===== src/rtl/sum_loop_ctrl_if.sv =====
// sum_loop_ctrl_if: handshake and DataPath control bundle between the system and sum_loop_ctrl
interface sum_loop_ctrl_if #(
    parameter int ITER_W = 8
);
    logic              start;
    logic              abort;
    logic              ILe10;
    logic              SumSrcMuxSel;
    logic              ISrcMuxSel;
    logic              SumEn;
    logic              IEn;
    logic              AdderSrcMuxSel;
    logic              OutPortEn;
    logic              busy;
    logic              done;
    logic              err;
    logic [ITER_W-1:0] iter_cnt;
    modport master (
        output start, abort, ILe10,
        input  SumSrcMuxSel, ISrcMuxSel, SumEn, IEn, AdderSrcMuxSel, OutPortEn, busy, done, err, iter_cnt
    );
    modport slave (
        input  start, abort, ILe10,
        output SumSrcMuxSel, ISrcMuxSel, SumEn, IEn, AdderSrcMuxSel, OutPortEn, busy, done, err, iter_cnt
    );
endinterface


===== src/rtl/sum_loop_ctrl.sv =====
// sum_loop_ctrl: Moore controller sequencing the DataPath accumulation 0+1+..+10,
// with start/busy/done handshake, synchronous abort and an iteration watchdog
module sum_loop_ctrl #(
    parameter int ITER_W   = 8,
    parameter int MAX_ITER = 16
) (
    input logic            clk,
    input logic            reset,
    sum_loop_ctrl_if.slave bus
);
    typedef enum logic [2:0] {
        S_IDLE, S_INIT, S_CMP, S_SUM, S_INC, S_OUT, S_DONE
    } state_t;
    localparam logic [ITER_W-1:0] ITER_MAX = ITER_W'(MAX_ITER);
    state_t            state_q, state_d;
    logic [ITER_W-1:0] iter_cnt_q, iter_cnt_d;
    logic              err_q, err_d;
    logic              sum_sel_q, sum_sel_d, i_sel_q, i_sel_d, add_sel_q, add_sel_d;
    logic              sum_en_q, sum_en_d, i_en_q, i_en_d, out_en_q, out_en_d;
    logic              busy_q, busy_d, done_q, done_d;
    always_comb begin
        state_d    = state_q;
        iter_cnt_d = iter_cnt_q;
        err_d      = err_q;
        if (state_q != S_IDLE && bus.abort) begin
            state_d = S_IDLE;
        end else begin
            case (state_q)
                S_IDLE: state_d = (bus.start && !bus.abort) ? S_INIT : S_IDLE;
                S_INIT: begin
                    iter_cnt_d = '0;
                    err_d      = 1'b0;
                    state_d    = S_CMP;
                end
                S_CMP: begin
                    state_d = !bus.ILe10 ? S_OUT : (iter_cnt_q < ITER_MAX) ? S_SUM : S_DONE;
                    err_d   = err_q | (bus.ILe10 && iter_cnt_q >= ITER_MAX);
                end
                S_SUM: state_d = S_INC;
                S_INC: begin
                    iter_cnt_d = (iter_cnt_q >= ITER_MAX) ? iter_cnt_q : iter_cnt_q + 1'b1;
                    state_d    = S_CMP;
                end
                S_OUT:   state_d = S_DONE;
                S_DONE:  state_d = S_IDLE;
                default: state_d = S_IDLE;
            endcase
        end
        // outputs are registered from the next-state decode so each one is a pure function of state_q
        sum_en_d  = state_d == S_INIT || state_d == S_SUM;
        i_en_d    = state_d == S_INIT || state_d == S_INC;
        sum_sel_d = state_d == S_SUM;
        i_sel_d   = state_d == S_INC;
        add_sel_d = state_d == S_INC;
        out_en_d  = state_d == S_OUT;
        busy_d    = state_d != S_IDLE;
        done_d    = state_d == S_DONE;
    end
    always_ff @(posedge clk or negedge reset) begin
        if (!reset) begin
            state_q    <= S_IDLE;
            iter_cnt_q <= '0;
            err_q      <= 1'b0;
            sum_en_q   <= 1'b0;
            i_en_q     <= 1'b0;
            sum_sel_q  <= 1'b0;
            i_sel_q    <= 1'b0;
            add_sel_q  <= 1'b0;
            out_en_q   <= 1'b0;
            busy_q     <= 1'b0;
            done_q     <= 1'b0;
        end else begin
            state_q    <= state_d;
            iter_cnt_q <= iter_cnt_d;
            err_q      <= err_d;
            sum_en_q   <= sum_en_d;
            i_en_q     <= i_en_d;
            sum_sel_q  <= sum_sel_d;
            i_sel_q    <= i_sel_d;
            add_sel_q  <= add_sel_d;
            out_en_q   <= out_en_d;
            busy_q     <= busy_d;
            done_q     <= done_d;
        end
    end
    assign bus.SumEn          = sum_en_q;
    assign bus.IEn            = i_en_q;
    assign bus.SumSrcMuxSel   = sum_sel_q;
    assign bus.ISrcMuxSel     = i_sel_q;
    assign bus.AdderSrcMuxSel = add_sel_q;
    assign bus.OutPortEn      = out_en_q;
    assign bus.busy           = busy_q;
    assign bus.done           = done_q;
    assign bus.err            = err_q;
    assign bus.iter_cnt       = iter_cnt_q;
endmodule


===== src/flat_wrapper.sv =====
// flat-port wrapper written by rule: the top's interface ports become plain ports
module sum_loop_ctrl_flat 
#(
    parameter int ITER_W   = 8,
    parameter int MAX_ITER = 16
)
  (clk, reset, bus_start, bus_abort, bus_ILe10, bus_SumSrcMuxSel, bus_ISrcMuxSel, bus_SumEn, bus_IEn, bus_AdderSrcMuxSel, bus_OutPortEn, bus_busy, bus_done, bus_err, bus_iter_cnt);
  sum_loop_ctrl_if #(.ITER_W(ITER_W)) bus_i ();
  input logic clk;
  input logic reset;
  input wire logic [$bits(bus_i.start)-1:0] bus_start;
  input wire logic [$bits(bus_i.abort)-1:0] bus_abort;
  input wire logic [$bits(bus_i.ILe10)-1:0] bus_ILe10;
  output wire logic [$bits(bus_i.SumSrcMuxSel)-1:0] bus_SumSrcMuxSel;
  output wire logic [$bits(bus_i.ISrcMuxSel)-1:0] bus_ISrcMuxSel;
  output wire logic [$bits(bus_i.SumEn)-1:0] bus_SumEn;
  output wire logic [$bits(bus_i.IEn)-1:0] bus_IEn;
  output wire logic [$bits(bus_i.AdderSrcMuxSel)-1:0] bus_AdderSrcMuxSel;
  output wire logic [$bits(bus_i.OutPortEn)-1:0] bus_OutPortEn;
  output wire logic [$bits(bus_i.busy)-1:0] bus_busy;
  output wire logic [$bits(bus_i.done)-1:0] bus_done;
  output wire logic [$bits(bus_i.err)-1:0] bus_err;
  output wire logic [$bits(bus_i.iter_cnt)-1:0] bus_iter_cnt;
  assign bus_i.start = bus_start;
  assign bus_i.abort = bus_abort;
  assign bus_i.ILe10 = bus_ILe10;
  assign bus_SumSrcMuxSel = bus_i.SumSrcMuxSel;
  assign bus_ISrcMuxSel = bus_i.ISrcMuxSel;
  assign bus_SumEn = bus_i.SumEn;
  assign bus_IEn = bus_i.IEn;
  assign bus_AdderSrcMuxSel = bus_i.AdderSrcMuxSel;
  assign bus_OutPortEn = bus_i.OutPortEn;
  assign bus_busy = bus_i.busy;
  assign bus_done = bus_i.done;
  assign bus_err = bus_i.err;
  assign bus_iter_cnt = bus_i.iter_cnt;
  sum_loop_ctrl #(.ITER_W(ITER_W), .MAX_ITER(MAX_ITER)) u_core (.clk(clk), .reset(reset), .bus(bus_i));
endmodule

===== config.mk =====
export PLATFORM = sky130hd
export DESIGN_NAME = sum_loop_ctrl_flat
export DESIGN_NICKNAME = d
export VERILOG_FILES = /design/src/rtl/sum_loop_ctrl_if.sv /design/src/rtl/sum_loop_ctrl.sv /design/src/flat_wrapper.sv
export SDC_FILE = /design/constraint.sdc
export NUM_CORES = 1
export LEC_CHECK = 0
export CORE_MARGIN = 2
export CORE_UTILIZATION = 45
export DETAILED_ROUTE_END_ITERATION = 16
export PLACE_DENSITY_LB_ADDON = 0.1
export SLEW_MARGIN = 10
export SYNTH_ARGS = -nofsm -noshare
export SYNTH_HDL_FRONTEND = slang
export SYNTH_SLANG_ARGS = --single-unit

===== constraint.sdc =====
create_clock -name clk -period 4.2 [get_ports clk]
set_input_delay 0.42 -clock clk [delete_from_list [all_inputs] [get_ports clk]]
set_output_delay 0.42 -clock clk [all_outputs]
set_load 0.05 [all_outputs]

==> reports/qor.tcl, run 1 <==
set qor(status) {completed}
set qor(final_period_minus_worst_setup_slack_ns) 1.98
set qor(timing.clock.skew_ns) 0.00102
set qor(fp.coreArea_sq_mm) 0.00194
set qor(finish.utilization) 0.597
set qor(postSynthRegisterBits) 19
set qor(cp_startpoint_kind) {flip-flop}
set qor(crit_chain) {clkdlybuf4s50_1}
set qor(clk_latency_ns) 0.29
set qor(combPwrFrac) 0.307
set qor(setup_repair_after_global_routing_missed_its_margin) {false}
set qor(final_cell_area_sq_mm) 0.00116
set qor(drt.antenna.violating_nets) 0
set qor(start_util) 0.477
set qor(worst_ir_drop_vdd_v) 0.000300
set qor(cts.path.max_buffers) 2
set qor(design.portCount) 22
set qor(period_share) 0.472
set qor(synthCells) 87
set qor(grt_first_pass_wirelength_mm) 3.21
set qor(grt_max_degree) 20
set qor(timing.critical_path.to_type) {output port}
set qor(synth_top_cells_by_area) {dfrtp_1 51%, a21oi_1 2.7%, ha_1 2.7%, nand3_1 2.7%, o21ai_0 2.7%}
set qor(register_area_share_after_synthesis) 0.514
set qor(yosys.area.top_type_share) 0.514
set qor(dr_total_vias) 721
set qor(seq_power_share) 0.490
set qor(fin_ws_ns) 2.22
set qor(yosys_most_used_dff) {dfrtp_1}
set qor(asyncSetResetFlopFracSynth) 1.00
set qor(cp_max_fo) 6
set qor(path_class) {flip-flop to output port}
set qor(cp_slowest_cell) {clkdlybuf4s50_1}
set qor(tritoncts_clock_tree) {done}
set qor(preCtsSetupSlack_ns) 2.01
set qor(synth_top_cell_by_area) {dfrtp_1}
set qor(ys_types) 39
set qor(finalHoldViolCount) 0
set qor(drv_slew) 0
set qor(drt-vias-per-instance) 5.42
set qor(commonest_non_fill_non_tap_cells_in_the_layout) {21 x clkdlybuf4s50_1, 19 x dfrtp_1, 5 x nand3_1, 5 x a21oi_1, 5 x o21ai_0}
set qor(internal_power_component_w) 0.000289
set qor(postCtsSetupBuffers) 0
set qor(synth_enable_flop_cells) 0
set qor(detail_route.iter0.violations) 9
set qor(port-buffer-count) 21
set qor(fin_nets) 114
set qor(max-cap-violations) 0
set qor(die_outline_area_sq_mm) 0.00244
set qor(global_route.usage.total) 0.172
set qor(slowest_delay_ns) 0.83
set qor(avgSynthCellArea_sq_um) 10.6
set qor(fmax_mhz) 505
set qor(setup_tns_ns) 0
set qor(hold-worst-slack_ns) 0.539
set qor(fill_cells) 180
set qor(grt_pass1_vias) 709
set qor(placedInstanceArea_sq_mm) 0.00113
set qor(power_leakage_nw) 0.496
set qor(power.share.switching) 0.350
set qor(die_h_microns) 49.4
set qor(worstHoldPathType) {flip-flop to flip-flop}
set qor(critical_path.top_delay_family) {buffers and inverters}
set qor(layout-drive-gt1-share) 0.0943
set qor(number_of_buffers_created_by_cts) 3
set qor(required_ns) 3.78
set qor(synth_warnings) 0
set qor(die-width_microns) 49.4
set qor(layout.cells.most_common) {clkdlybuf4s50_1}
set qor(setup_viol) 0
set qor(synth_net_count) 94
set qor(power_frac_clock) 0.203
set qor(globalplace.congestion) 0.754
set qor(power.density_cell_area_mw_per_mm2) 383
set qor(num_rows) 16
set qor(htree_num_levels) 1
set qor(diodes) 0
set qor(cts.sinks) 19
set qor(drt_drc_violations_left) 0
set qor(worst-endpoint-arrival_ns) 1.56
set qor(worst-slew-pin-transition_ns) 0.819
set qor(drt-pass1-iter-count) 4
set qor(wl_per_cell_microns) 12.9
set qor(root_buf_cell) {clkbuf_4}
set qor(path_buf_inv) 1
set qor(cts.reportedPaths.clkPinSlew_ns) 0.10
set qor(hpwl_mm) 1.28
set qor(syn2layout_area_growth_pct) 25.3
set qor(routed_wirelength_mm) 1.72
set qor(worst_slew_margin_rel) 0.452
set qor(cts_stage_hold_buffer_count) 0
set qor(antenna_found_initial) 0
set qor(netlist_area_sq_um) 926
set qor(net-switching-power_w) 0.000156
set qor(global_route.overflow_total) 0
set qor(post_cts_resize_count) 0
[power by group through the flow]
| stage | Sequential [W] | Combinational, W | Clock, W |
|---|---|---|---|
| after global placement | 0.000221 | 0.000136 | 0 |
| after detailed placement | 0.000221 | 0.000137 | 0 |
| after CTS | 0.000218 | 0.000138 | 0.0000953 |
| final | 0.000218 | 0.000137 | 0.0000904 |
| after floorplan | 0.000263 | 0.0000529 | 0 |
| after global routing | 0.000222 | 0.000147 | 0.000100 |
[cell type report]
class                           instances  area [sq um]  share of cell area
Multi-Input combinational cell         58           399               0.344
Clock buffer                            4          26.3              0.0227
Timing Repair Buffer                   21           210               0.181
Inverter                                4          15.0              0.0129
Tap cell                               27          33.8              0.0291
Sequential cell                        19           475               0.410
[state kept, by name (all words and copies together) (netlist names)]
signal,count
u_core.state_q,3
u_core.bus.IEn,1
u_core.bus.SumSrcMuxSel,1
u_core.bus.err,1
u_core.bus.SumEn,1
u_core.bus.ISrcMuxSel,1
u_core.bus.iter_cnt,8
u_core.bus.busy,1
u_core.bus.done,1
u_core.bus.OutPortEn,1
[cell families (layout without fill, tap and decap cells)]
kind of cell    Yosys count  in the layout  share of synthesized area
simple gates             36             36                      0.247
xor+xnor                  1              1                    0.00946
fa+ha+maj                 2              2                     0.0270
buf+inv                  10             29                     0.0554
flops                    19             19                      0.514
compound gates           19             19                      0.147
[Yosys cell counts (all sizes together), types with 2 or more instances]
| library cell | count |
|---|---|
| nor2 | 4 |
| nor4b | 2 |
| clkbuf | 2 |
| or3 | 2 |
| and3 | 3 |
| nand4 | 2 |
| nand3 | 5 |
| inv | 4 |
| o21ai | 5 |
| nand2 | 2 |
| and2 | 2 |
| a21oi | 6 |
| dfrtp | 19 |
| nor3b | 3 |
| ha | 2 |
| buf | 4 |
| nor3 | 2 |
| nand2b | 2 |
[final timing paths]
kind	depth (start not counted)	slack [ns]	start	to
min reg2reg	1	0.54	u_core.bus.err$_DFFE_PN0P_	u_core.bus.err$_DFFE_PN0P_
min in group asynchronous	1	0.59	reset	u_core.bus.iter_cnt[5]$_DFFE_PN0P_
min	1	0.54	u_core.bus.err$_DFFE_PN0P_	u_core.bus.err$_DFFE_PN0P_
max	1	2.22	u_core.bus.iter_cnt[2]$_DFFE_PN0P_	bus_iter_cnt[2]
max in group asynchronous	1	3.11	reset	u_core.state_q[2]$_DFF_PN0_
max reg2reg	4	2.42	u_core.state_q[1]$_DFF_PN0_	u_core.bus.iter_cnt[3]$_DFFE_PN0P_
[routing by layer]
| layer | routed length, microns | track usage | up-vias |
|---|---|---|---|
| met4 | 25 | 0.0714 | 0 |
| met1 | 801 | 0.240 | 346 |
| met5 | 0 | 0 | - |
| li1 | - | - | 352 |
| met3 | 75 | 0.0307 | 4 |
| met2 | 819 | 0.264 | 19 |
[stage by stage]
stage,total power (W),std cells
2_1_floorplan,0.000316,87
3_3_place_gp,0.000357,129
3_5_place_dp,0.000359,129
4_1_cts,0.000451,133
5_1_grt,0.000469,133
6_report,0.000445,133
(Power assumes the default switching activity.)
==> run 2, diff against run 1 <==
clock period = 2 ns   (was 4.2 ns; I/O delays follow)
==> reports/qor.tcl, run 2 (synthesis gave the netlist of run 1 again) <==
set qor(status) {completed}
set qor(cp_startpoint_kind) {flip-flop}
set qor(worstSetupPathDepth) 1 ;# unchanged
set qor(grt_pass1_vias) 690 ;# -2.7%
set qor(max-cap-violations) 0 ;# unchanged
set qor(fp.coreArea_sq_mm) 0.00194 ;# unchanged
set qor(cts.sinks) 19 ;# unchanged
set qor(worstHoldPathType) {input port to asynchronous set/reset pin}
set qor(post_cts_resize_count) 0 ;# unchanged
set qor(global_route.usage.total) 0.170 ;# -0.00187
set qor(finish.utilization) 0.609 ;# +0.0116
set qor(htree_num_levels) 1 ;# unchanged
set qor(fin_nets) 117 ;# +2.6%
set qor(syn2layout_area_growth_pct) 27.7
set qor(drt_drc_violations_left) 0 ;# unchanged
set qor(diodes) 0 ;# unchanged
set qor(commonest_non_fill_non_tap_cells_in_the_layout) {21 x clkdlybuf4s50_1, 19 x dfrtp_1, 5 x nand3_1, 5 x a21oi_1, 5 x o21ai_0}
set qor(period_share) 0.891
set qor(postCtsSetupBuffers) 0 ;# unchanged
set qor(number_of_buffers_created_by_cts) 3 ;# unchanged
set qor(area.sequential_sq_um) 475 ;# unchanged
set qor(dr_total_vias) 754 ;# +4.6%
set qor(finalHoldViolCount) 0 ;# unchanged
set qor(fmax_mhz) 561
set qor(worst_ir_drop_vdd_v) 0.000486 ;# +62%
set qor(power_leakage_nw) 0.511 ;# +3.0%
set qor(num_rows) 16 ;# unchanged
set qor(combPwrFrac) 0.310 ;# +0.003
set qor(net-switching-power_w) 0.000332 ;# +110%
set qor(worst-endpoint-arrival_ns) 1.58 ;# +0.02 ns
set qor(crit_path_end) {bus_iter_cnt[2]}
set qor(critical_path.top_delay_family) {buffers and inverters}
set qor(layout.cells.most_common) {clkdlybuf4s50_1}
set qor(reg2reg_setup_slack_ns) 0.22 ;# -2.20 ns
set qor(worst_slew_margin_rel) 0.662 ;# +0.210
set qor(layout-drive-gt1-share) 0.119 ;# +0.0249
set qor(grt_max_degree) 20 ;# unchanged
set qor(power.density_cell_area_mw_per_mm2) 797 ;# +110%
set qor(power_frac_clock) 0.205 ;# +0.002
set qor(drt-vias-per-instance) 5.54 ;# +2.3%
set qor(hold-worst-slack_ns) 0.219 ;# -0.320 ns
set qor(largest_reg_flops) 8 ;# unchanged
set qor(timing.clock.skew_ns) 0.00747 ;# +0.00645 ns
set qor(power.share.switching) 0.352 ;# +0.00167
set qor(cts.reportedPaths.clkPinSlew_ns) 0.11 ;# about the same
set qor(crit_chain) {clkdlybuf4s50_1}
set qor(cts.path.max_buffers) 2 ;# unchanged
set qor(path_buf_inv) 1 ;# unchanged
set qor(die-width_microns) 49.4 ;# unchanged
set qor(setup_repair_after_global_routing_missed_its_margin) {false}
set qor(drt-pass1-iter-count) 4 ;# unchanged
set qor(path_class) {flip-flop to output port}
set qor(drt.antenna.violating_nets) 0 ;# unchanged
set qor(start_util) 0.477 ;# unchanged
set qor(seq_power_share) 0.485 ;# -0.005
set qor(grt_first_pass_wirelength_mm) 3.15 ;# -1.7%
set qor(timing.critical_path.to_type) {output port}
set qor(hpwl_mm) 1.30 ;# +1.5%
set qor(globalplace.congestion) 0.758 ;# +0.54%
set qor(fill_cells) 171 ;# -5.0%
set qor(timing.rr.end) {u_core.bus.busy$_DFF_PN0_}
set qor(cp_max_fo) 6 ;# unchanged
set qor(detail_route.iter0.violations) 15 ;# +6
set qor(cp_slowest_cell) {clkdlybuf4s50_1}
set qor(die_h_microns) 49.4 ;# unchanged
set qor(tritoncts_clock_tree) {done}
set qor(die_outline_area_sq_mm) 0.00244 ;# unchanged
set qor(port-buffer-count) 21 ;# unchanged
set qor(global_route.overflow_total) 0 ;# unchanged
set qor(routed_wirelength_mm) 1.79 ;# +4.2%
set qor(wl_per_cell_microns) 13.2 ;# +1.9%
set qor(clk_latency_ns) 0.30 ;# about the same
set qor(cts_stage_hold_buffer_count) 0 ;# unchanged
set qor(rr_startpoint) {u_core.bus.iter_cnt[7]$_DFFE_PN0P_}
set qor(root_buf_cell) {clkbuf_4}
set qor(antenna_found_initial) 0 ;# unchanged
set qor(design.portCount) 22 ;# unchanged
set qor(final_cell_area_sq_mm) 0.00118 ;# +1.9%
set qor(rr_worst_depth) 4 ;# unchanged
set qor(internal_power_component_w) 0.000611 ;# +110%
set qor(setup_viol) 0 ;# unchanged
set qor(worst-slew-pin-transition_ns) 0.505 ;# -0.314 ns
set qor(multi_input_area_sq_um) 399 ;# unchanged
set qor(fin_ws_ns) 0.218 ;# -2.00 ns
set qor(placedInstanceArea_sq_mm) 0.00116 ;# +2.0%
set qor(preCtsSetupSlack_ns) 0.180 ;# -1.83 ns
set qor(cp-startpoint) {u_core.bus.iter_cnt[2]$_DFFE_PN0P_}
set qor(drv_slew) 0 ;# unchanged
set qor(required_ns) 1.80 ;# -1.98 ns
set qor(slowest_delay_ns) 0.83 ;# about the same
set qor(setup_tns_ns) 0 ;# unchanged
set qor(final_period_minus_worst_setup_slack_ns) 1.78
-- run 2: worst min-delay path by stage --
stage | from | end | cells past startpoint
6_report | reset | u_core.bus.iter_cnt[7]$_DFFE_PN0P_ | 2
5_1_grt | reset | u_core.bus.ISrcMuxSel$_DFF_PN0_ | 2
4_1_cts | reset | u_core.bus.iter_cnt[7]$_DFFE_PN0P_ | 2
3_5_place_dp | u_core.bus.err$_DFFE_PN0P_ | u_core.bus.err$_DFFE_PN0P_ | 1
3_3_place_gp | u_core.bus.err$_DFFE_PN0P_ | u_core.bus.err$_DFFE_PN0P_ | 1
2_1_floorplan | reset | u_core.bus.IEn$_DFF_PN0_ | 0
-- run 2: metal layers --
| metal | up-vias | track usage | routed length (microns) |
|---|---|---|---|
| li1 | 359 | - | - |
| met1 | 363 | 0.222 | 820 |
| met2 | 27 | 0.264 | 840 |
| met3 | 5 | 0.0307 | 83 |
| met4 | 0 | 0.100 | 49 |
| met5 | - | 0 | 0 |
-- run 2: layout make-up --
cell class | instances | area share
Inverter | 4 | 0.0127
Timing Repair Buffer | 24 | 0.197
Multi-Input combinational cell | 58 | 0.338
Clock buffer | 4 | 0.0222
Sequential cell | 19 | 0.402
Tap cell | 27 | 0.0286
-- run 2: stage by stage --
| stage | power, W | cells |
|---|---|---|
| 4_1_cts | 0.000957 | 136 |
| 5_1_grt | 0.000999 | 136 |
| 2_1_floorplan | 0.000663 | 87 |
| 3_5_place_dp | 0.000760 | 132 |
| 3_3_place_gp | 0.000754 | 132 |
| 6_report | 0.000943 | 136 |
-- run 2: power by group through the flow --
stage / clock network [W] / logic (W) / registers [W]
floorplan: 0 / 0.000111 / 0.000552
global placement: 0 / 0.000290 / 0.000464
detailed placement: 0 / 0.000294 / 0.000466
CTS: 0.000204 / 0.000295 / 0.000458
global route: 0.000221 / 0.000313 / 0.000466
finish: 0.000193 / 0.000292 / 0.000458
==> run 3, diff against run 2 <==
ABC_AREA = 1   (was not set)
SLEW_MARGIN = not set   (was 10)
==> reports/qor.tcl, run 3 <==
set qor(ys_types) 21 ;# -46%
set qor(area.sequential_sq_um) 475 ;# unchanged
set qor(total_power_w) 0.00172 ;# +82%
set qor(max-cap-violations) 0 ;# unchanged
set qor(worst_ir_drop_vdd_v) 0.000897 ;# +85%
set qor(drt-pass1-iter-count) 4 ;# unchanged
set qor(hpwl_mm) 1.25 ;# -4.2%
set qor(number_of_buffers_created_by_cts) 3 ;# unchanged
set qor(cts_stage_hold_buffer_count) 0 ;# unchanged
set qor(netlist_top_cells_count) {25 x nand2_1, 19 x dfrtp_1, 17 x nor2_1}
set qor(timing.critical_path.to_type) {output port}
set qor(post_cts_resize_count) 0 ;# unchanged
set qor(commonest_non_fill_non_tap_cells_in_the_layout) {25 x nand2_1, 21 x clkdlybuf4s50_1, 19 x dfrtp_1, 17 x nor2_1, 16 x inv_1}
set qor(fp.coreArea_sq_mm) 0.00194 ;# unchanged
set qor(fin_nets) 143 ;# +22%
set qor(wl_per_cell_microns) 9.93 ;# -25%
set qor(synth_top_cell_by_area) {dfrtp_1}
set qor(die-width_microns) 49.1 ;# -0.63%
set qor(fill_cells) 184 ;# +7.6%
set qor(diodes) 0 ;# unchanged
set qor(fin_ws_ns) 0.241 ;# +0.0232 ns
set qor(synth_enable_flop_cells) 0 ;# unchanged
set qor(start_util) 0.470 ;# -0.00644
set qor(final_period_minus_worst_setup_slack_ns) 1.76 ;# -0.0232 ns
set qor(cts.reportedPaths.clkPinSlew_ns) 0.11 ;# about the same
set qor(port-buffer-count) 21 ;# unchanged
set qor(drt_drc_violations_left) 0 ;# unchanged
set qor(grt_max_degree) 20 ;# unchanged
set qor(layout-drive-gt1-share) 0.133 ;# +0.0141
set qor(routed_wirelength_mm) 1.61 ;# -10%
set qor(largest_reg_flops) 8 ;# unchanged
set qor(cts.sinks) 19 ;# unchanged
set qor(yosys.area.top_type_share) 0.521 ;# +0.00703
set qor(global_route.overflow_total) 0 ;# unchanged
set qor(slowest_delay_ns) 0.83 ;# about the same
set qor(power.density_cell_area_mw_per_mm2) 1450 ;# +82%
set qor(design.portCount) 22 ;# unchanged
set qor(root_buf_cell) {clkbuf_4}
set qor(layout.cells.most_common) {nand2_1}
set qor(synthCells) 110 ;# +26%
set qor(die_h_microns) 49.1 ;# -0.63%
set qor(cp_max_fo) 5 ;# -1
set qor(setup_tns_ns) 0 ;# unchanged
set qor(detail_route.iter0.violations) 23 ;# +8
set qor(fmax_mhz) 568 ;# +1.3%
set qor(num_rows) 16 ;# unchanged
set qor(worst-endpoint-arrival_ns) 1.56 ;# -0.02 ns
set qor(critical_path.top_delay_family) {buffers and inverters}
set qor(cts.path.max_buffers) 2 ;# unchanged
set qor(yosysMostFrequentCell) {nand2_1}
set qor(preCtsSetupSlack_ns) 0.566 ;# +0.387 ns
set qor(drt.antenna.violating_nets) 0 ;# unchanged
set qor(worstHoldPathType) {input port to asynchronous set/reset pin}
set qor(period_share) 0.880 ;# -0.0116
set qor(status) {completed}
set qor(synth_net_count) 117 ;# +24%
set qor(setup_viol) 0 ;# unchanged
set qor(power_leakage_nw) 0.605 ;# +18%
set qor(timing.clock.skew_ns) 0.00604 ;# -0.00143 ns
set qor(grt_first_pass_wirelength_mm) 2.96 ;# -6.1%
set qor(tritoncts_clock_tree) {done}
set qor(postSynthRegisterBits) 19 ;# unchanged
set qor(htree_num_levels) 1 ;# unchanged
set qor(register_area_share_after_synthesis) 0.521 ;# +0.00703
set qor(final_cell_area_sq_mm) 0.00118 ;# +0.21%
set qor(crit_chain) {clkdlybuf4s50_1}
set qor(drt-vias-per-instance) 4.56 ;# -18%
set qor(placedInstanceArea_sq_mm) 0.00116 ;# +0.11%
set qor(antenna_found_initial) 0 ;# unchanged
set qor(synth_warnings) 0 ;# unchanged
set qor(worst-slew-pin-transition_ns) 0.496 ;# -0.00878 ns
set qor(finalHoldViolCount) 0 ;# unchanged
set qor(globalplace.congestion) 0.902 ;# +19%
set qor(die_outline_area_sq_mm) 0.00241 ;# -1.3%
set qor(cp_startpoint_kind) {flip-flop}
set qor(cp_slowest_cell) {clkdlybuf4s50_1}
set qor(path_class) {flip-flop to output port}
set qor(required_ns) 1.80 ;# about the same
set qor(synth_top_cells_by_area) {dfrtp_1 52%, nand2_1 10%, nor2_1 7.0%, inv_1 6.6%, nand3_1 4.4%}
set qor(drv_slew) 0 ;# unchanged
set qor(worst_slew_margin_rel) 0.668 ;# +0.00587
set qor(asyncSetResetFlopFracSynth) 1.00 ;# unchanged
set qor(clk_latency_ns) 0.31 ;# about the same
set qor(syn2layout_area_growth_pct) 29.7
set qor(avgSynthCellArea_sq_um) 8.30 ;# -22%
set qor(setup_repair_after_global_routing_missed_its_margin) {false}
set qor(postCtsSetupBuffers) 0 ;# unchanged
set qor(dr_total_vias) 739 ;# -2.0%
set qor(grt_pass1_vias) 707 ;# +2.5%
set qor(netlist_area_sq_um) 913 ;# -1.4%
set qor(global_route.usage.total) 0.163 ;# -0.00702
set qor(multi_input_area_sq_um) 360 ;# -9.7%
set qor(path_buf_inv) 1 ;# unchanged
set qor(yosys_most_used_dff) {dfrtp_1}
==> run 3: cell types whose count changed in the layout (fill, tap and decap cells not counted), sizes merged, moves of 2 or more <==
cell    delta
a21oi      -5
and2       -2
and3       -3
buf        -2
inv       +14
nand2     +30
nand2b     -2
nand3      +3
nor2      +15
nor3b      -3
nor4b      -2
or3        -2
==> run 3: cell families after synthesis <==
logic type | after synthesis | synth area share
AO/OA/AOI/OAI | 7 | 0.0452
XOR/XNOR | 1 | 0.00959
adder cells (fa/ha/maj) | 2 | 0.0274
buffers and inverters | 19 | 0.0849
flip-flops | 19 | 0.521
AND/OR/NAND/NOR | 62 | 0.312
==> run 3: worst paths after layout <==
| kind | startpoint | slack [ns] | end | cells past startpoint |
|---|---|---|---|---|
| max in group asynchronous | reset | 1.59 | u_core.bus.done$_DFF_PN0_ | 2 |
| setup / recovery | u_core.bus.iter_cnt[3]$_DFFE_PN0P_ | 0.24 | bus_iter_cnt[3] | 1 |
| setup reg to reg | u_core.state_q[0]$_DFF_PN0_ | 0.75 | u_core.bus.SumSrcMuxSel$_DFF_PN0_ | 7 |
| hold / removal | reset | 0.21 | u_core.bus.iter_cnt[2]$_DFFE_PN0P_ | 2 |
| min in group clk | u_core.bus.iter_cnt[5]$_DFFE_PN0P_ | 0.52 | u_core.bus.iter_cnt[5]$_DFFE_PN0P_ | 2 |
| hold reg to reg | u_core.bus.iter_cnt[5]$_DFFE_PN0P_ | 0.52 | u_core.bus.iter_cnt[5]$_DFFE_PN0P_ | 2 |
==> run 3: metal layers <==
| layer | part of all wire | global-route usage |
|---|---|---|
| met4 | 0.026 | 0.0857 |
| met5 | 0 | 0 |
| met3 | 0.043 | 0.0399 |
| met2 | 0.46 | 0.256 |
| met1 | 0.47 | 0.209 |
==> run 3: layout make-up <==
| class | instances | area share |
|---|---|---|
| timing repair buffer | 22 | 0.184 |
| clock inverter | 1 | 0.00422 |
| clock buffer | 3 | 0.0190 |
| multi-input combinational | 72 | 0.304 |
| tap | 27 | 0.0285 |
| sequential | 19 | 0.401 |
| inverter | 18 | 0.0591 |
==> run 3: metrics by stage <==
step	hold slack, ns	cells	utilization
after floorplan	-0.0956	110	-
after global placement	0.485	158	0.596
after detailed placement	0.503	158	0.596
after CTS	0.218	162	0.610
after global routing	0.241	162	0.610
final	0.210	162	0.610
==> run 3: power by group <==
group / internal (W) / switching (W) / leakage (nW)
Combinational: 0.000291 / 0.000664 / 0.332
Clock: 0.0000747 / 0.000120 / 0.0177
Sequential: 0.000487 / 0.0000778 / 0.255
Total: 0.000853 / 0.000862 / 0.605
